### src/rtl/mips_pkg.sv
// ============================================================================
// mips_pkg : shared memory-port indices and arbiter FSM encoding
// Rev 1.0  : initial release
// ============================================================================
`default_nettype none

package mips_pkg;

  localparam logic PORT_IF   = 1'b0;
  localparam logic PORT_DATA = 1'b1;

  typedef enum logic [0:0] {
    IDLE = 1'b0,
    BUSY = 1'b1
  } arb_state_t;

endpackage

`default_nettype wire

### src/rtl/mux21_bus.sv
// ============================================================================
// mux21_bus : WIDTH-parameterised 2:1 bus multiplexer (s0=0 selects in0)
// Rev 1.0   : initial release
// ============================================================================
`default_nettype none

module mux21_bus #(
  parameter int WIDTH = 32
) (
  output logic [WIDTH-1:0] out,
  input  logic [WIDTH-1:0] in0,
  input  logic [WIDTH-1:0] in1,
  input  logic             s0
);

  assign out = s0 ? in1 : in0;

endmodule

`default_nettype wire

### src/rtl/mem_port_arbiter.sv
// ============================================================================
// mem_port_arbiter : round-robin share of one memory port between fetch and data
// Rev 1.0          : initial release
// ============================================================================
`default_nettype none

module mem_port_arbiter
  import mips_pkg::*;
#(
  parameter int WIDTH   = 32,
  parameter int TIMEOUT = 15
) (
  input  logic             clk,
  input  logic             rst_n,
  input  logic             req0,
  input  logic [WIDTH-1:0] addr0,
  input  logic             req1,
  input  logic [WIDTH-1:0] addr1,
  input  logic             mem_ready,
  output logic             mem_req,
  output logic [WIDTH-1:0] mem_addr,
  output logic             sel,
  output logic             gnt0,
  output logic             gnt1,
  output logic             done0,
  output logic             done1,
  output logic             timeout_err
);

  localparam int              CNT_W   = (TIMEOUT > 1) ? $clog2(TIMEOUT) : 1;
  localparam logic [CNT_W-1:0] CNT_MAX = CNT_W'(TIMEOUT - 1);

  arb_state_t       state, state_nx;
  logic             last, last_nx;
  logic [CNT_W-1:0] cnt, cnt_nx;
  logic             sel_nx, gnt0_nx, gnt1_nx, mem_req_nx;
  logic             done0_nx, done1_nx, timeout_nx;
  logic             winner;

  always_ff @(posedge clk) begin
    if (!rst_n) begin
      state       <= IDLE;
      last        <= PORT_DATA;
      cnt         <= '0;
      sel         <= PORT_IF;
      gnt0        <= 1'b0;
      gnt1        <= 1'b0;
      mem_req     <= 1'b0;
      done0       <= 1'b0;
      done1       <= 1'b0;
      timeout_err <= 1'b0;
    end else begin
      state       <= state_nx;
      last        <= last_nx;
      cnt         <= cnt_nx;
      sel         <= sel_nx;
      gnt0        <= gnt0_nx;
      gnt1        <= gnt1_nx;
      mem_req     <= mem_req_nx;
      done0       <= done0_nx;
      done1       <= done1_nx;
      timeout_err <= timeout_nx;
    end
  end

  always_comb begin
    state_nx   = state;
    last_nx    = last;
    cnt_nx     = cnt;
    sel_nx     = sel;
    gnt0_nx    = gnt0;
    gnt1_nx    = gnt1;
    mem_req_nx = mem_req;
    done0_nx   = 1'b0;
    done1_nx   = 1'b0;
    timeout_nx = 1'b0;
    winner     = last;

    case (state)
      IDLE: begin
        if (req0 || req1) begin
          // On a tie the port not served last goes next.
          winner     = (req0 && req1) ? ~last : req1;
          state_nx   = BUSY;
          sel_nx     = winner;
          gnt0_nx    = (winner == PORT_IF);
          gnt1_nx    = (winner == PORT_DATA);
          mem_req_nx = 1'b1;
          cnt_nx     = '0;
        end
      end
      BUSY: begin
        // mem_ready takes priority over an expiring watchdog.
        if (mem_ready || (cnt == CNT_MAX)) begin
          done0_nx   = mem_ready && (sel == PORT_IF);
          done1_nx   = mem_ready && (sel == PORT_DATA);
          timeout_nx = !mem_ready;
          gnt0_nx    = 1'b0;
          gnt1_nx    = 1'b0;
          mem_req_nx = 1'b0;
          last_nx    = sel;
          state_nx   = IDLE;
        end else begin
          cnt_nx = cnt + CNT_W'(1);
        end
      end
      default: state_nx = IDLE;
    endcase
  end

  mux21_bus #(
    .WIDTH(WIDTH)
  ) u_addr_mux (
    .out(mem_addr),
    .in0(addr0),
    .in1(addr1),
    .s0 (sel)
  );

endmodule

`default_nettype wire

### config.mk
export PLATFORM = sky130hd
export DESIGN_NAME = mem_port_arbiter
export DESIGN_NICKNAME = d
export VERILOG_FILES = /design/src/rtl/mips_pkg.sv /design/src/rtl/mux21_bus.sv /design/src/rtl/mem_port_arbiter.sv
export SDC_FILE = /design/constraint.sdc
export NUM_CORES = 1
export LEC_CHECK = 0
export BUFFER_PORTS_ARGS = -buffer_cell sky130_fd_sc_hd__buf_4
export CAP_MARGIN = 20
export CORE_UTILIZATION = 33
export CTS_BUF_LIST = sky130_fd_sc_hd__clkbuf_16
export DETAILED_ROUTE_END_ITERATION = 6
export GPL_TIMING_DRIVEN = 0
export PLACE_DENSITY = 0.87
export SLEW_MARGIN = 0
export SYNTH_ARGS = -nofsm -noshare
export SYNTH_HDL_FRONTEND = slang
export SYNTH_SLANG_ARGS = --single-unit
export TNS_END_PERCENT = 5
### constraint.sdc
create_clock -name clk -period 1.8 [get_ports clk]
set_clock_uncertainty 0.2 [all_clocks]
set_input_delay 0.36 -clock clk [delete_from_list [all_inputs] [get_ports clk]]
set_output_delay 0.36 -clock clk [all_outputs]
set_load 0.02 [all_outputs]
; Word-level counts from Yosys, hierarchy flattened
; Cells that the tools add are included.
[word_totals]
register_bits = 13
wordCells = 45
out_inout_bits = 39
[op_classes]
muxes = 15
bitwise = 4
n_addsub = 1
n_reduce_logical = 11
n_eq_ne = 4
[op_table]
columns = op, n
row1 = 2-to-1 mux 32 bit, 1
row2 = 2-to-1 mux 4 bit, 2
row3 = case mux 1 bit (2 select lines), 4
row4 = case mux 4 bit (2 select lines), 1
row5 = AND reduction 2 bit, 4
row6 = 2-to-1 mux 1 bit, 7
row7 = "adder 4 x 1 -> 4 bit, second input constant", 1
row8 = "equality test 4 bit, second input constant", 1
row9 = "!= test 2 bit, second input constant", 2
row10 = inverter 1 bit, 4
row11 = logical AND 1 bit, 3
row12 = AND reduction 3 bit, 1
row13 = logical OR 1 bit, 2
row14 = "!= test 2 x 1 -> 1 bit, second input constant", 1
row15 = zero test 1 bit, 1

; Longest topological paths before layout
; Gate-level depths: netlist of run 1.
[depth]
ltp_word = 5
mapped_depth = 5
ltp_nobuf = 5

; Hierarchy
; A second synthesis of run 1 with hierarchy kept.
[hier_totals]
hier_cells = 96
hier_area_um2 = 1089.8
[modules_own_cells]
columns = mod, cells_per_inst, instances, seq_area_each_um2, area_each_um2
row1 = mem_port_arbiter, 60, 1, 260.2, 545.5
row2 = mux21_bus, 36, 1, 0.0, 544.3

; Worst setup path after synthesis of run 1
; OpenSTA, ideal clock, no wires.
[synth_timing]
path_kind = register to output
startpoint = register sel
endpoint = output port mem_addr[0]
arrival_ns = 1.249
path_slack_ns = -0.009
stages_incl_launch_ff = 4
t_required_ns = 1.240
n_path_buf = 2
cell_sequence = dfxtp_1 -> buf_2 -> buf_2 -> mux2_2
[synth_via]
elab_chain_cells = 1
[synth_lines]
columns = element, line
row1 = start: declaration, mem_port_arbiter.sv:22  ; output logic sel,
row2 = start signal: assignment, mem_port_arbiter.sv:56  ; sel <= sel_nx;
row3 = 2-to-1 mux 32 bit, mux21_bus.sv:16  ; assign out = s0 ? in1 : in0;
row4 = end: declaration, mem_port_arbiter.sv:21  ; output logic [WIDTH-1:0] mem_addr,
; No other way between the ends.

; Final worst setup path of run 1
[layout_timing]
startpoint = register sel
endpoint = output port mem_addr[6]
; The elaborated chain is that of the path after synthesis.

==> results of run 1 <==
==> where the power goes <==
part / switching (mW) / internal [mW]
Combinational: 0.261 / 0.359
Clock: 0.122 / 0.293
Sequential: 0.0136 / 0.304
==> per-layer routing <==
layer,GRT usage (%),share of wire [%],up-vias,wire length (µm)
li1,-,-,585,-
met1,23.4,32,610,1650
met2,41.2,54,95,2820
met3,6.67,9.4,21,485
met4,4.70,4.3,0,225
met5,0,0,-,0
==> cells by family (layout without fill, tap and decap cells) <==
| group | after synthesis | count (layout) | share of synthesized area, % |
|---|---|---|---|
| compound gates | 18 | 18 | 13.6 |
| fa+ha+maj | 2 | 2 | 2.74 |
| buf+inv | 9 | 125 | 4.25 |
| flops | 13 | 13 | 28.5 |
| mux | 32 | 32 | 39.5 |
| simple gates | 21 | 21 | 11.5 |
==> cells in the final DEF, fill, tap and decap left out, types with 2 or more instances in the layout <==
master / count
o22ai_1: 2
buf_4: 76
nor2_1: 3
o211ai_1: 2
mux2_4: 31
a21oi_1: 3
ha_1: 2
o21ai_0: 3
buf_6: 33
dfxtp_1: 11
inv_1: 4
nor2b_1: 3
clkbuf_16: 6
buf_8: 4
nand2_1: 6
dfxtp_2: 2
nand3_1: 4
==> cell type report <==
cell class,instances,area [µm²],area share (%)
tap,30,37.5,1.70
sequential,13,263,11.9
clock inverter,1,3.75,0.170
inverter,4,15.0,0.679
timing repair buffer,112,1020,46.0
multi-input combinational,73,737,33.3
clock buffer,3,75.1,3.39
buffer,5,63.8,2.88
==> metrics by stage <==
step / power (mW) / instances / cell area (µm²)
2_1_floorplan: 0.536 / 95 / 913
3_3_place_gp: 0.766 / 231 / 1750
3_5_place_dp: 0.778 / 231 / 1750
4_1_cts: 1.21 / 236 / 1890
5_1_grt: 1.39 / 241 / 2210
6_report: 1.35 / 241 / 2210
==> worst max-delay path by stage <==
stage	startpoint	endpoint	slack, ps	cells after the start
2_1_floorplan	sel	mem_addr[0]	-9	3
3_3_place_gp	sel	mem_addr[8]	-40	4
3_5_place_dp	sel	mem_addr[6]	-70	4
4_1_cts	sel	mem_addr[5]	-100	4
5_1_grt	sel	mem_addr[11]	-150	4
6_report	sel	mem_addr[6]	-130	4
==> timing repair <==
| item | in CTS | in global routing |
|---|---|---|
| pin swaps | 0 | 0 |
| setup endpoints to repair | 32 | 41 |
| cloned | 0 | 3 |
| buffers inserted | 1 | 2 |
| gates resized for setup | 16 | 63 |
==> critical path, stage by stage (launching register included) <==
cell       delay [ps]
dfxtp_2           340
buf_8             160
clkbuf_16         160
mux2_4            320
buf_6             140
==> impl_metrics.py, run 1 <==
metrics = {
    "status": {
        "status": "finished with violations",
        "violations": "setup timing",
    },
    "cts": {
        "htree_levels": 1,
        "cts_hold_buffers": 0,
        "max-clock-path-buffers": 2,
        "cts_root_buf": "clkbuf_16",
        "insertion_delay_ps": 240,
        "cts_tree": "yes",
        "cts_buffers": 3,
        "cts_sinks": 13,
        "clkSlewWorstSetupHoldPaths_ps": 40,
    },
    "setup_path": {
        "crit_fanout": 8,
        "r2r_start": "cnt[0]",
        "end_kind": "output pin",
        "rr_worst_depth": 5,
        "crit_arrival_ps": 1370,
        "criticalPathCategory": "reg -> out",
        "r2r_setup_slack_ps": 70,
        "r2r_end": "cnt[1]",
        "cp_data_required_time_ps": 1240,
        "setup.worst_path.start_class": "flip-flop",
    },
    "routing": {
        "drt_iter0_drc": 28,
        "drt-total-wl_mm": 5.19,
        "vias": 1311,
        "via_per_inst": 5.44,
        "drt-pass1-iter-count": 4,
        "drc": 0,
        "wire_per_inst_um": 21.5,
        "drtAntennaViolNets": 0,
    },
    "flow_run": {
        "max-cap-violations": 0,
    },
    "placement": {
        "dp_hpwl_mm": 2.96,
        "dp_slack_ps": -68.2,
        "portBuffers": 106,
        "place_congestion": 0.825,
    },
    "sta": {
        "hold_viol": 0,
        "final.period_utilization_pct": 107,
        "relSlewSlack_pct": 70.4,
        "fmax_mhz": 517,
        "report.final.slew_viol_count": 0,
        "tightestPinTransition_ps": 445,
        "rsz0062_at_grt": "true",
        "setup_slack_ps": -134,
        "timing.hold.ws_ps": 151,
        "finalSetupViolCount": 32,
        "period_needed_ps": 1930,
        "tns_ps": -3120,
    },
    "logic_synthesis": {
        "synth.area.top_cells": "mux2_2 39%, dfxtp_1 28%, ha_1 2.7%",
        "syn_area_um2": 913,
        "synthArstFlopShare_pct": 0,
        "synth_common_cells": "32 x mux2_2, 13 x dfxtp_1, 6 x nand2_1",
        "syn_nets": 166,
        "synth_ff_type": "dfxtp_1",
        "synth_edf_count": 0,
        "ys_seq_elements": 13,
        "syn_inst": 95,
        "yosysMostFrequentCell": "mux2_2",
        "synthDistinctLibCells": 27,
        "syn_area_per_cell_um2": 9.61,
        "yosysTopAreaCell": "mux2_2",
        "yosys_warnings": 0,
        "synth.top_cell.area_share_pct": 39.5,
        "synth-seq-area-share_pct": 28.5,
    },
    "finish": {
        "regMostFlops": "cnt",
        "layout-drive-gt1-share_pct": 74.9,
        "antenna_cells": 0,
        "postLayoutCoreUtil_pct": 86.9,
        "largest_register_ffs": 4,
        "fin_nets": 283,
        "num-fill-cells": 117,
        "syn2layout_area_growth_pct": 142,
    },
    "grt": {
        "grt_pass1_wl_mm": 4.51,
        "grt.total_usage_pct": 21.9,
        "grt_max_degree": 11,
        "grt_pass1_vias": 1017,
        "grt_overflow": 0,
        "antenna_found_initial": 0,
    },
    "power": {
        "p_leak_nw": 1.09,
        "ir_drop_mv": 0.750,
        "power_density_nw_per_um2": 611,
    },
    "die": {
        "core_um2": 2540,
        "die_area_um2": 2980,
        "die_w_um": 54.6,
        "initial_core_util_pct": 35.9,
        "io_pins": 108,
        "die_h_um": 54.6,
        "rows": 18,
    },
    "min_path": {
        "hold_path_depth": 2,
        "hold_class": "in -> reg",
        "holdPathEnd": "timeout_err",
        "min-delay-start": "mem_ready",
    },
}
(Power assumes the default switching activity.)
==> run 2, diff against run 1 <==
- CORE_UTILIZATION: 33 -> 36
- PLACE_DENSITY: 0.87 -> 0.88
- SYNTH_HIERARCHICAL: not set -> 1
==> run 2 against run 1 <==
- the run ends with DRC, setup timing left
- register-to-register slack gained 90 ps
- maximum frequency grew 1.4%
- power shrank 0.38%
- flip-flop and latch count is the same
- die area grew 9.0%
- highest routed layer unchanged
==> impl_metrics.py, run 2 <==
metrics = {
    "placement": {
        "dp_slack_ps": 52.4,
        "dpl.cell_count": 233,
        "portBuffers": 106,
        "dp_hpwl_mm": 2.96,
        "placed_cell_area_um2": 1920,
        "place_congestion": 0.793,
    },
    "finish": {
        "largest_register_ffs": 4,
        "fin_nets": 283,
        "final_cell_area_um2": 2230,
        "num-fill-cells": 154,
        "fin_cells": 242,
        "postLayoutCoreUtil_pct": 79.6,
        "antenna_cells": 0,
        "syn2layout_area_growth_pct": 105,
        "layout-drive-gt1-share_pct": 74.4,
        "regMostFlops": "cnt",
        "final_cell_mix": "77 x buf_4, 31 x buf_6, 31 x mux2_4",
        "final_common_cell": "buf_4",
    },
    "die": {
        "die_h_um": 57.0,
        "rows": 19,
        "core_um2": 2810,
        "io_pins": 108,
        "die_w_um": 57.0,
        "initial_core_util_pct": 38.8,
        "die_area_um2": 3250,
    },
    "logic_synthesis": {
        "synthArstFlopShare_pct": 0,
        "syn_inst": 96,
        "yosys_warnings": 6,
        "synthDistinctLibCells": 31,
        "synth-xor-area-share_pct": 0,
        "syn_nets": 167,
        "synth-adder-area-share_pct": 2.30,
        "syn_area_um2": 1090,
        "synth.area.top_cells": "mux2_4 41%, dfxtp_1 24%, buf_12 5.5%",
        "synth-seq-area-share_pct": 23.9,
        "synth_compound_area_share_pct": 11.4,
        "synth_common_cells": "30 x mux2_4, 13 x dfxtp_1, 6 x nand2_1",
        "synth_top_family_by_area": "multiplexers",
        "synthMuxAreaShare_pct": 43.4,
        "yosysTopAreaCell": "mux2_4",
        "synth_ff_type": "dfxtp_1",
        "synth-simple-area-share_pct": 9.07,
        "ys_seq_elements": 13,
        "syn_area_per_cell_um2": 11.4,
        "synth_edf_count": 0,
        "yosysMostFrequentCell": "mux2_4",
        "synth.top_cell.area_share_pct": 41.3,
    },
    "power": {
        "p_int_uw": 964,
        "swShare_pct": 28.4,
        "p_seq_share_pct": 23.3,
        "p_leak_nw": 1.09,
        "power_density_nw_per_um2": 603,
        "ir_drop_mv": 0.712,
        "power.total_mw": 1.35,
        "power_switching_uw": 383,
        "clkPwrFrac_pct": 30.9,
        "p_comb_share_pct": 45.7,
    },
    "setup_path": {
        "r2r_start": "cnt[0]",
        "rr_worst_depth": 5,
        "setup.worst_path.start_class": "flip-flop",
        "crit_arrival_ps": 1350,
        "crit_fanout": 8,
        "startpoint": "sel",
        "end_kind": "output pin",
        "criticalPathCategory": "reg -> out",
        "cp_data_required_time_ps": 1240,
    },
    "min_path": {
        "min-delay-start": "mem_ready",
        "hold_class": "in -> reg",
        "hold_path_depth": 2,
    },
    "routing": {
        "drc": 20,
        "via_per_inst": 5.11,
        "vias": 1236,
        "drt_iter0_drc": 46,
        "drtAntennaViolNets": 0,
        "wire_per_inst_um": 18.5,
        "drt-pass1-iter-count": 6,
        "drt-total-wl_mm": 4.48,
    },
    "sta": {
        "fmax_mhz": 524,
        "finalSetupViolCount": 32,
        "timing.hold.ws_ps": 140,
        "setup_slack_ps": -108,
        "hold_viol": 0,
        "relSlewSlack_pct": 77.3,
        "period_needed_ps": 1910,
        "tightestPinTransition_ps": 340,
        "final.period_utilization_pct": 106,
        "tns_ps": -2590,
        "report.final.slew_viol_count": 0,
        "rsz0062_at_grt": "true",
    },
    "cts": {
        "max-clock-path-buffers": 2,
        "cts_buffers": 3,
        "htree_levels": 1,
        "clkSlewWorstSetupHoldPaths_ps": 40,
        "cts_sinks": 13,
        "cts_root_buf": "clkbuf_16",
        "insertion_delay_ps": 240,
        "cts_tree": "yes",
    },
    "grt": {
        "grt_overflow": 0,
        "antenna_found_initial": 0,
        "grt.total_usage_pct": 25.0,
        "grt_pass1_vias": 1192,
        "grt_pass1_wl_mm": 6.00,
        "grt_max_degree": 11,
    },
    "flow_run": {
        "max-cap-violations": 0,
    },
    "status": {
        "status": "finished with violations",
        "violations": "DRC, setup timing",
    },
}
## run 2: changes by cell type in the layout (fill, tap and decap cells not counted), moves of 2 or more
cell and delta:
buf_12 +4, buf_8 -4, buf_6 -2, nor2b_1 -2
## run 2: timing repair
| item | CTS | global route |
|---|---|---|
| hold buffers | 0 | 0 |
| gates resized for setup | 34 | 3 |
| cloned | 1 | 2 |
| setup buffers | 2 | 0 |
| setup endpoints to repair | 32 | 33 |
## run 2: worst paths after layout
check | slack, ps | end
min reg2reg | 280 | gnt1
max | -110 | mem_addr[14]
max reg2reg | 160 | cnt[0]
min | 140 | timeout_err
## run 2: power groups by stage
stage	registers, mW	logic [mW]	clock network (mW)
5_1_grt	0.316	0.638	0.427
6_report	0.314	0.616	0.416
4_1_cts	0.314	0.586	0.418
2_1_floorplan	0.329	0.272	0
3_3_place_gp	0.319	0.512	0
3_5_place_dp	0.319	0.522	0
## run 2: final cells by class
type	instances	area, µm²	share of cell area (%)
clock buffers	3	75.1	3.36
clock inverters	1	3.75	0.168
multi-input cells	72	731	32.7
inverters	5	18.8	0.841
repair buffers	111	1000	45.0
plain buffers	6	98.8	4.43
well taps	31	38.8	1.74
flip-flops and latches	13	262	11.7
## run 2: cells by family (layout without fill, tap and decap cells)
kind of cell | after synthesis | count (layout)
flip-flops | 13 | 13
adder cells (fa/ha/maj) | 2 | 2
multiplexers | 32 | 32
AO/OA/AOI/OAI | 18 | 18
AND/OR/NAND/NOR | 20 | 20
buffers and inverters | 11 | 126
## run 2: worst max-delay path, cell delays in order, from the launching register on
cell and delay, ps:
dfxtp_2 350, buf_12 160, clkbuf_16 160, mux2_4 300, buf_6 130
## run 2: metal layers
layer | vias up | GRT usage, % | wire length, µm
met3 | 17 | 4.99 | 335
li1 | 590 | - | -
met5 | - | 0 | 0
met2 | 70 | 50.4 | 2470
met4 | 0 | 11.8 | 157
met1 | 559 | 23.7 | 1520
